<file path="config.mk">
export PLATFORM = sky130hd
export DESIGN_NAME = button_event_encoder
export DESIGN_NICKNAME = d
export VERILOG_FILES = /design/src/rtl/button_event_encoder_pkg.sv /design/src/rtl/button_event_encoder_key_repeat_channel.sv /design/src/rtl/button_event_encoder.sv
export SDC_FILE = /design/constraint.sdc
export NUM_CORES = 1
export LEC_CHECK = 0
export CORE_ASPECT_RATIO = 1.2
export CORE_MARGIN = 2
export CORE_UTILIZATION = 31
export DETAILED_ROUTE_END_ITERATION = 16
export PLACE_DENSITY_LB_ADDON = 0.1
export SYNTH_ARGS = -nofsm -noshare
export SYNTH_HDL_FRONTEND = slang
export SYNTH_SLANG_ARGS = --single-unit
</file>
<file path="constraint.sdc">
create_clock -name i_clk -period 3.1 [get_ports i_clk]
set_input_delay 0.62 -clock i_clk [delete_from_list [all_inputs] [get_ports i_clk]]
set_output_delay 0.62 -clock i_clk [all_outputs]
set_load 0.005 [all_outputs]
</file>
<file path="src/rtl/button_event_encoder_pkg.sv">
// -----------------------------------------------------------------------------
// button_event_encoder_pkg
// Shared definitions for the button event encoder:
//   - chan_state_e : per-channel FSM encoding (IDLE / HOLD / REPEAT)
//   - DEF_HOLD_CYC : default press-to-first-repeat delay in clk cycles (500 ms @100 MHz)
//   - DEF_REP_CYC  : default repeat period in clk cycles (100 ms @100 MHz)
//   - DEF_TW       : default timer width, holds max(DEF_HOLD_CYC, DEF_REP_CYC)-1
// -----------------------------------------------------------------------------
package button_event_encoder_pkg;

  typedef enum logic [1:0] {
    ST_IDLE   = 2'd0,
    ST_HOLD   = 2'd1,
    ST_REPEAT = 2'd2
  } chan_state_e;

  localparam int unsigned DEF_HOLD_CYC = 50_000_000;
  localparam int unsigned DEF_REP_CYC  = 10_000_000;
  localparam int unsigned DEF_TW       = 26;

endpackage : button_event_encoder_pkg

</file>
<file path="src/rtl/button_event_encoder_key_repeat_channel.sv">
// -----------------------------------------------------------------------------
// key_repeat_channel
// One button channel: edge detect, hold/repeat timing FSM and a single-entry
// pending slot that the top-level arbiter drains.
// Ports:
//   i_clk      : system clock
//   i_reset    : synchronous, active-high reset
//   i_level    : debounced button level, 1 = pressed
//   i_grant    : arbiter takes the pending event this cycle
//   o_pend     : an event is waiting for the arbiter
//   o_pend_rep : repeat flag of the waiting event (0 = press, 1 = auto-repeat)
//   o_held     : FSM is not IDLE
//   o_overrun  : sticky, an event was dropped because the slot was occupied
// -----------------------------------------------------------------------------
module key_repeat_channel
  import button_event_encoder_pkg::*;
#(
  parameter int unsigned HOLD_CYC = DEF_HOLD_CYC,
  parameter int unsigned REP_CYC  = DEF_REP_CYC,
  parameter int unsigned TW       = DEF_TW
) (
  input  logic i_clk,
  input  logic i_reset,
  input  logic i_level,
  input  logic i_grant,
  output logic o_pend,
  output logic o_pend_rep,
  output logic o_held,
  output logic o_overrun
);

  localparam logic [TW-1:0] HOLD_LAST = TW'(HOLD_CYC - 1);
  localparam logic [TW-1:0] REP_LAST  = TW'(REP_CYC - 1);

  chan_state_e   r_state;
  chan_state_e   w_state_nxt;
  logic [TW-1:0] r_timer;
  logic [TW-1:0] w_timer_nxt;
  logic          r_prev;
  logic          r_pend;
  logic          r_pend_rep;
  logic          r_overrun;
  logic          w_raise;
  logic          w_raise_rep;

  // Next-state / timer / event-raise logic.
  // NOTE: every signal driven here gets a default first, so no path leaves it
  // unassigned and no latch is inferred.
  always_comb begin
    w_state_nxt = r_state;
    w_timer_nxt = r_timer;
    w_raise     = 1'b0;
    w_raise_rep = 1'b0;
    unique case (r_state)
      ST_IDLE: begin
        if (i_level && !r_prev) begin
          w_raise     = 1'b1;
          w_timer_nxt = '0;
          w_state_nxt = ST_HOLD;
        end
      end
      ST_HOLD: begin
        if (!i_level) begin
          w_timer_nxt = '0;
          w_state_nxt = ST_IDLE;
        end else if (r_timer == HOLD_LAST) begin
          w_raise     = 1'b1;
          w_raise_rep = 1'b1;
          w_timer_nxt = '0;
          w_state_nxt = ST_REPEAT;
        end else begin
          w_timer_nxt = r_timer + TW'(1);
        end
      end
      ST_REPEAT: begin
        if (!i_level) begin
          w_timer_nxt = '0;
          w_state_nxt = ST_IDLE;
        end else if (r_timer == REP_LAST) begin
          w_raise     = 1'b1;
          w_raise_rep = 1'b1;
          w_timer_nxt = '0;
        end else begin
          w_timer_nxt = r_timer + TW'(1);
        end
      end
      default: begin
        w_timer_nxt = '0;
        w_state_nxt = ST_IDLE;
      end
    endcase
  end

  // NOTE: sequential state uses non-blocking assignments so every register
  // samples the pre-edge values of its sources.
  always_ff @(posedge i_clk) begin
    if (i_reset) begin
      r_state    <= ST_IDLE;
      r_timer    <= '0;
      // Loading the live level means a button already down out of reset is
      // treated as "seen" and produces no press event.
      r_prev     <= i_level;
      r_pend     <= 1'b0;
      r_pend_rep <= 1'b0;
      r_overrun  <= 1'b0;
    end else begin
      r_state <= w_state_nxt;
      r_timer <= w_timer_nxt;
      r_prev  <= i_level;
      if (w_raise) begin
        if (r_pend && !i_grant) begin
          // Slot still occupied: drop the new event, keep the old one.
          r_overrun <= 1'b1;
        end else begin
          // A raise in the same cycle as a grant refills the slot.
          r_pend     <= 1'b1;
          r_pend_rep <= w_raise_rep;
        end
      end else if (i_grant) begin
        r_pend <= 1'b0;
      end
    end
  end

  assign o_pend     = r_pend;
  assign o_pend_rep = r_pend_rep;
  assign o_held     = (r_state != ST_IDLE);
  assign o_overrun  = r_overrun;

endmodule : key_repeat_channel

</file>
<file path="src/rtl/button_event_encoder.sv">
// -----------------------------------------------------------------------------
// button_event_encoder
// Turns debounced button levels into press and auto-repeat key events, one at a
// time, lowest button index first, on a valid/ready output port.
// Ports:
//   i_clk        : system clock, 100 MHz
//   i_reset      : synchronous, active-high reset
//   i_btn_level  : [NB] debounced held levels, 1 = pressed
//   o_key_valid  : event available
//   o_key_code   : [CW] index of the button that generated the event
//   o_key_repeat : 0 = initial press, 1 = auto-repeat
//   i_key_ready  : consumer accepts when o_key_valid && i_key_ready
//   o_held       : [NB] per-channel FSM not IDLE
//   o_overrun    : [NB] sticky, event dropped because the channel was pending
// -----------------------------------------------------------------------------
module button_event_encoder
  import button_event_encoder_pkg::*;
#(
  parameter int unsigned NB       = 4,
  parameter int unsigned CW       = 2,
  parameter int unsigned HOLD_CYC = DEF_HOLD_CYC,
  parameter int unsigned REP_CYC  = DEF_REP_CYC,
  parameter int unsigned TW       = DEF_TW
) (
  input  logic          i_clk,
  input  logic          i_reset,
  input  logic [NB-1:0] i_btn_level,
  output logic          o_key_valid,
  output logic [CW-1:0] o_key_code,
  output logic          o_key_repeat,
  input  logic          i_key_ready,
  output logic [NB-1:0] o_held,
  output logic [NB-1:0] o_overrun
);

  logic [NB-1:0] w_pend;
  logic [NB-1:0] w_pend_rep;
  logic [NB-1:0] w_grant;
  logic [NB-1:0] w_pick_onehot;
  logic [CW-1:0] w_pick_idx;
  logic          w_pick_valid;
  logic          w_pick_rep;
  logic          w_load;

  logic          r_key_valid;
  logic [CW-1:0] r_key_code;
  logic          r_key_repeat;

  for (genvar g = 0; g < NB; g++) begin : g_chan
    key_repeat_channel #(
      .HOLD_CYC (HOLD_CYC),
      .REP_CYC  (REP_CYC),
      .TW       (TW)
    ) u_chan (
      .i_clk      (i_clk),
      .i_reset    (i_reset),
      .i_level    (i_btn_level[g]),
      .i_grant    (w_grant[g]),
      .o_pend     (w_pend[g]),
      .o_pend_rep (w_pend_rep[g]),
      .o_held     (o_held[g]),
      .o_overrun  (o_overrun[g])
    );
  end

  // The output register is free when empty or being drained this cycle.
  assign w_load = !r_key_valid || i_key_ready;

  // Lowest-index pick: scan downwards so the lowest pending index is written last.
  always_comb begin
    w_pick_valid  = 1'b0;
    w_pick_idx    = '0;
    w_pick_rep    = 1'b0;
    w_pick_onehot = '0;
    for (int i = NB - 1; i >= 0; i--) begin
      if (w_pend[i]) begin
        w_pick_valid  = 1'b1;
        w_pick_idx    = CW'(i);
        w_pick_rep    = w_pend_rep[i];
        w_pick_onehot = '0;
        w_pick_onehot[i] = 1'b1;
      end
    end
  end

  assign w_grant = w_load ? w_pick_onehot : '0;

  always_ff @(posedge i_clk) begin
    if (i_reset) begin
      r_key_valid  <= 1'b0;
      r_key_code   <= '0;
      r_key_repeat <= 1'b0;
    end else if (w_load) begin
      r_key_valid <= w_pick_valid;
      if (w_pick_valid) begin
        r_key_code   <= w_pick_idx;
        r_key_repeat <= w_pick_rep;
      end
    end
  end

  assign o_key_valid  = r_key_valid;
  assign o_key_code   = r_key_code;
  assign o_key_repeat = r_key_repeat;

endmodule : button_event_encoder
</file>
== After elaboration in Yosys (flattened, before gate mapping) ==
Index checks and enable logic that the tools add are counted.

* Word-level logic and storage cells: 215
* Memories: 0
* ROM bits: 0
* Register bits after elaboration: 132
* RAM bits: 0
* Output and inout bits: 12
* Input port bits: 7
* Bits in latches: 0

* Equality and inequality tests: 32
* Muxes and demuxes: 101
* Add/sub/neg operators: 4
* Bitwise operators: 4
* Reductions and logical operators: 47
* Multiply operators: 0
* Divide/modulo/power cells: 0
* Shift-type cells: 0
* Order comparisons: 0

{| class="wikitable"
|+ Operators by type and width
! cell !! number
|-
| 26-bit two-way mux || 20
|-
| 26-bit case mux with 3 select lines || 4
|-
| 26-bit by 1-bit adder with 26-bit output, second input constant || 4
|-
| 26-bit by 24-bit == test with 1-bit output, second input constant || 4
|-
| 26-bit == test, second input constant || 4
|-
| 1-bit two-way mux || 40
|-
| 2-bit two-way mux || 20
|-
| 2-bit AND reduction || 13
|-
| 2-bit case mux with 3 select lines || 4
|-
| 4-bit two-way mux || 5
|-
| 2-bit != test, second input constant || 8
|-
| 2-bit nonzero test || 8
|-
| 3-bit by 2-bit != test with 1-bit output, second input constant || 4
|-
| 1-bit case mux with 3 select lines || 4
|-
| 3-bit AND reduction || 4
|-
| 1-bit logical NOT || 9
|-
| 2-bit by 1-bit == test with 1-bit output, second input constant || 4
|-
| 2-bit == test, second input constant || 4
|-
| 1-bit logical AND || 8
|-
| 2-bit logical NOT || 4
|-
| 2-bit by 1-bit != test with 1-bit output, second input constant || 4
|-
| 1-bit case mux with 2 select lines || 4
|-
| 1-bit inverter || 4
|-
| 1-bit logical OR || 1
|}

== Logic depth before layout (Yosys ltp) ==
Gate-level depths: netlist of run 1.

* Word-level depth: 9
* Mapped depth: 9
* Mapped depth without buffers: 8

== Hierarchy ==
A second synthesis of run 1 with hierarchy kept.

* Cells, all modules: 839
* Area total of the unflattened synthesis: 7129.3 µm²

{| class="wikitable"
|+ By module, submodules not included
! module !! times used !! seq. area each (µm²) !! area each (µm²) !! cells an instance
|-
| key_repeat_channel (g_chan[1].u_chan ...) || 2 || 640.6 || 1685.4 || 199
|-
| key_repeat_channel (g_chan[0].u_chan) || 1 || 640.6 || 1778.0 || 209
|-
| key_repeat_channel (g_chan[3].u_chan) || 1 || 640.6 || 1726.7 || 202
|-
| button_event_encoder || 1 || 80.1 || 254.0 || 30
|}

== Worst setup path after synthesis of run 1 ==
No wires, ideal clock.

* Kind: register to register
* From: register g_chan[2].u_chan.r_timer[8]
* To: register g_chan[2].u_chan.r_timer[21]
* Clock period less this slack: 2338 ps
* Arrival: 2224 ps
* Stages on the path, launching flop included: 8
* Library setup time: 114 ps
* Setup slack: 762 ps
* Path buffers: 1
* Data required time: 2986 ps
* Cells stage by stage: dfxtp_1 -> or4b_1 -> or4_4 -> o311ai_4 -> a21boi_2 -> o21ai_4 -> buf_6 -> nor2_1

* Longest elaborated chain between the ends: 4
* Elaborated cells between the ends (all ways): 8
* Those cells by class: 1 x add/sub; 2 x eq/ne; 5 x mux

{| class="wikitable"
|+ Ends and longest elaborated chain
! what !! RTL line !! RTL
|-
| start, declared || button_event_encoder_key_repeat_channel.sv:37 || <nowiki>logic [TW-1:0] r_timer;</nowiki>
|-
| start signal, assigned || button_event_encoder_key_repeat_channel.sv:108 || <nowiki>r_timer <= w_timer_nxt;</nowiki>
|-
| 26-bit by 1-bit adder with 26-bit output, or another cell as far along || button_event_encoder_key_repeat_channel.sv:72, button_event_encoder_key_repeat_channel.sv:84 ||
|-
| 26-bit two-way mux, on equally long branches || button_event_encoder_key_repeat_channel.sv:79, button_event_encoder_key_repeat_channel.sv:66 ||
|-
| 26-bit two-way mux, on equally long branches || button_event_encoder_key_repeat_channel.sv:76, button_event_encoder_key_repeat_channel.sv:63 ||
|-
| 26-bit case mux with 3 select lines * || button_event_encoder_key_repeat_channel.sv:54 || <nowiki>unique case (r_state)</nowiki>
|}

Every way passes the cells marked *; elsewhere a longest branch is shown, timed or not.
A chain may end at the register's enable or synchronous reset.

== Worst setup path after layout of run 1 ==
* From: register g_chan[2].u_chan.r_timer[16]
* To: register g_chan[2].u_chan.r_timer[24]

Same word-level chain as after synthesis.

==> run_results.csv, run 1 <==
group,metric,value,unit
run_status,status,"completed",
layout,n_antenna_cell,0,
place,io_buffers,18,
synth,ys_types,71,
clock_network,clkLatencyLatePin,420,ps
clock_network,cts_setup_buffers,0,
route,route.detailed.drc,0,
setup_path,path_cells,"or4b_1 -> or4_4 -> o311ai_4 -> a21boi_2 -> buf_4 -> o21ai_4 -> nor2_1",
pwr,power,3.92,mW
pwr,p_leak,2.62,nW
grt,grt_max_degree,32,
run,maxCapViolCount,0,
sta,finalSetupTns,0,ps
sta,rsz0062_at_grt,"false",
setup_path,crit_fanout,16,
setup_path,crit_path_start_kind,"flop",
layout,area_delta_synth_final,15.4,%
floorplanning,rows,59,
clock_network,path_clk_slew,60,ps
floorplanning,dieArea,0.0233,sq mm
floorplanning,coreArea,0.0217,sq mm
clock_network,cts_max_level,4,
sta,fin_crit,2690,ps
synth,ys_ff_latch,132,
clock_network,cts_resized,0,
place,hpwl,11900,microns
clock_network,cts-root-buf,"clkbuf_16",
sta,tightestPinTransition,573,ps
route,post_drt_wl_per_cell,14.4,microns
route,drt-initial-drc-count,307,
layout,fill_cells,2260,
route,drt_wl_total,16500,microns
clock_network,cts_buffer_depth,2,
layout,final_layout_size_suffix_gt1_share,8.71,%
synth,synthFlopType,"dfxtp_1",
setup_path,slowest_stage,"or4_4",
pwr,p_per_area,497,mW/mm^2
sta,hold_violations,0,
route,vias_per_cell,5.08,
place,gp_congestion,0.788,
setup_path,arrival,2970,ps
floorplanning,fp.dieH,167,microns
pwr,ir_drop,348,uV
sta,setup_viol,0,
synth,async_flop_share,0,%
grt,antenna_found_initial,0,
layout,nets,888,
synth,ys_top_cells_by_area,"dfxtp_1 39%, nor2_1 6.9%, xor2_1 5.1%",
worst_hold_path,whs_path_depth,2,
sta,fmax,372,MHz
synth,synth_area_per_cell,8.20,sq um
clock_network,cts-buffers-inserted,17,
sta,skew,8.48,ps
synth,yosys.area.top_type,"dfxtp_1",
clock_network,clkSinkCount,132,
worst_hold_path,worstHoldPathType,"flop to flop",
route,detail-route-antenna-nets,0,
synth,netlist_instances,834,
setup_path,end_kind,"flop",
floorplanning,start_util,31.5,%
setup_path,worstPathRequired,3390,ps
grt,grt_pass1_wl,28000,microns
setup_path,ff2ff_path_depth,7,
grt,grt_pass1_vias,5774,
clock_network,cts_tree,"yes",
synth,synth.net_count,861,
setup_path,critical-path-max-stage-delay,580,ps
grt,track_usage,14.6,%
synth,yosysSeqAreaShare,38.7,%
sta,min_period_over_period,86.7,%
synth,syn-cell-area,0.00684,sq mm
setup_path,crit_type,"flop to flop",
synth,synth_edf_count,0,
clock_network,ctsHoldBuffers,0,
route,vias,5825,
sta,slew_viol_final,0,
synth,yosys_warnings,0,
sta,relSlewSlack,61.4,%
grt,overflow,0,
synth,synth_top_area_share,38.7,%
route,drt_pass1_iterations,4,
floorplanning,num_io_pins,19,
floorplanning,die_w,140,microns
kinds of logic after synthesis:
family | count (synthesis) | share of synthesized area [%]
AO/OA/AOI/OAI | 130 | 13.3
multiplexers | 2 | 0.293
buffers and inverters | 56 | 3.73
XOR/XNOR | 67 | 8.59
adder cells (fa/ha/maj) | 20 | 3.66
AND/OR/NAND/NOR | 427 | 31.7
flip-flops | 132 | 38.7
worst paths after layout:
path	startpoint	to	slack, ps
worst min register to register	g_chan[3].u_chan.o_overrun	g_chan[3].u_chan.o_overrun	460
worst max-delay path	g_chan[2].u_chan.r_timer[16]	g_chan[2].u_chan.r_timer[24]	410
worst min-delay path	g_chan[3].u_chan.o_overrun	g_chan[3].u_chan.o_overrun	460
worst max register to register	g_chan[2].u_chan.r_timer[16]	g_chan[2].u_chan.r_timer[24]	410
metal layers:
metal | track usage [%] | wire length (microns)
met1 | 18.4 | 7880
met2 | 24.5 | 7930
met3 | 3.54 | 487
met4 | 4.61 | 198
met5 | 0 | 0
report_power, final:
part,internal (mW),switching [mW],total (mW),leakage [nW]
combinational,0.103,0.189,0.293,1.28
clock,1.13,0.760,1.89,0.268
sequential,1.72,0.0202,1.74,1.07
total,2.95,0.970,3.92,2.62
flip-flops by register name, indices dropped and copies added, names as in the netlist:
| name | flops |
|---|---|
| g_chan.u_chan.o_overrun | 4 |
| o_key_repeat | 1 |
| g_chan.u_chan.o_pend | 4 |
| g_chan.u_chan.r_timer | 104 |
| g_chan.u_chan.r_state | 8 |
| o_key_valid | 1 |
| g_chan.u_chan.o_pend_rep | 4 |
| g_chan.u_chan.r_prev | 4 |
| o_key_code | 2 |
synthesized netlist by cell type, types with 4 or more instances:
cell type,n
dfxtp_1,132
nor2_1,126
nand2_1,93
nand3_1,63
xor2_1,40
a21oi_1,37
xnor2_1,27
inv_1,26
o21ai_0,23
nor3_1,21
ha_1,20
nand4_1,18
and3_1,17
a31oi_1,13
clkbuf_1,12
nor4_1,11
buf_4,9
a211oi_1,8
and2_1,8
nand2b_1,8
nand4b_1,8
nand3b_1,7
and4_1,5
buf_1,5
nor4b_1,5
or4b_2,5
a31o_2,4
nor2b_1,4
o22ai_1,4
o31ai_1,4
or3_1,4
or4_1,4
area by class of cell:
type	count	area [sq um]	share of cell area [%]
well taps	274	343	4.35
inverters	26	97.6	1.24
clock buffers	21	460	5.84
flip-flops and latches	132	2640	33.5
multi-input cells	646	3940	49.9
repair buffers	38	325	4.12
clock inverters	10	83.8	1.06
through the flow:
| stage | hold WS, ps | std cells | util [%] | cell area [sq um] | setup slack, ps |
|---|---|---|---|---|---|
| floorplan | 426 | 834 | - | 6840 | 762 |
| global placement | 457 | 1116 | 33.8 | 7350 | 409 |
| detailed placement | 456 | 1116 | 33.8 | 7350 | 369 |
| CTS | 468 | 1147 | 36.4 | 7890 | 385 |
| global route | 497 | 1147 | 36.4 | 7890 | 263 |
| finish | 459 | 1147 | 36.4 | 7890 | 412 |
cells in the final DEF, fill, tap and decap left out, drive strengths merged, types with 5 or more instances in the layout:
cell type	instances
dfxtp	132
inv	26
nor2	127
a31oi	13
nor3	21
or4	6
a211oi	9
or4b	8
clkdlybuf4s50	17
xor2	40
buf	21
nand4	18
clkinv	7
clkbuf	21
ha	20
and3	17
xnor2	27
a21oi	37
nand3	63
o21ai	26
nand2b	8
nand2	93
nand4b	8
and2	8
nor4b	5
and4	5
nor4	12
nand3b	7
critical path, delay by kind of cell, from the launching register on:
kind	cells	cell delay [ps]
and+or+nand+nor	3	1240
AOI/OAI and AO/OA	3	790
DFF	1	350
buffers and inverters	1	180
Note: power is estimated with default switching activity, not from simulation.
==> run 2, diff against run 1 <==
Settings changed: CAP_MARGIN set to 40.
==> results of run 2 <==
The final DEF is identical to that of run 1; final timing and power are the same.
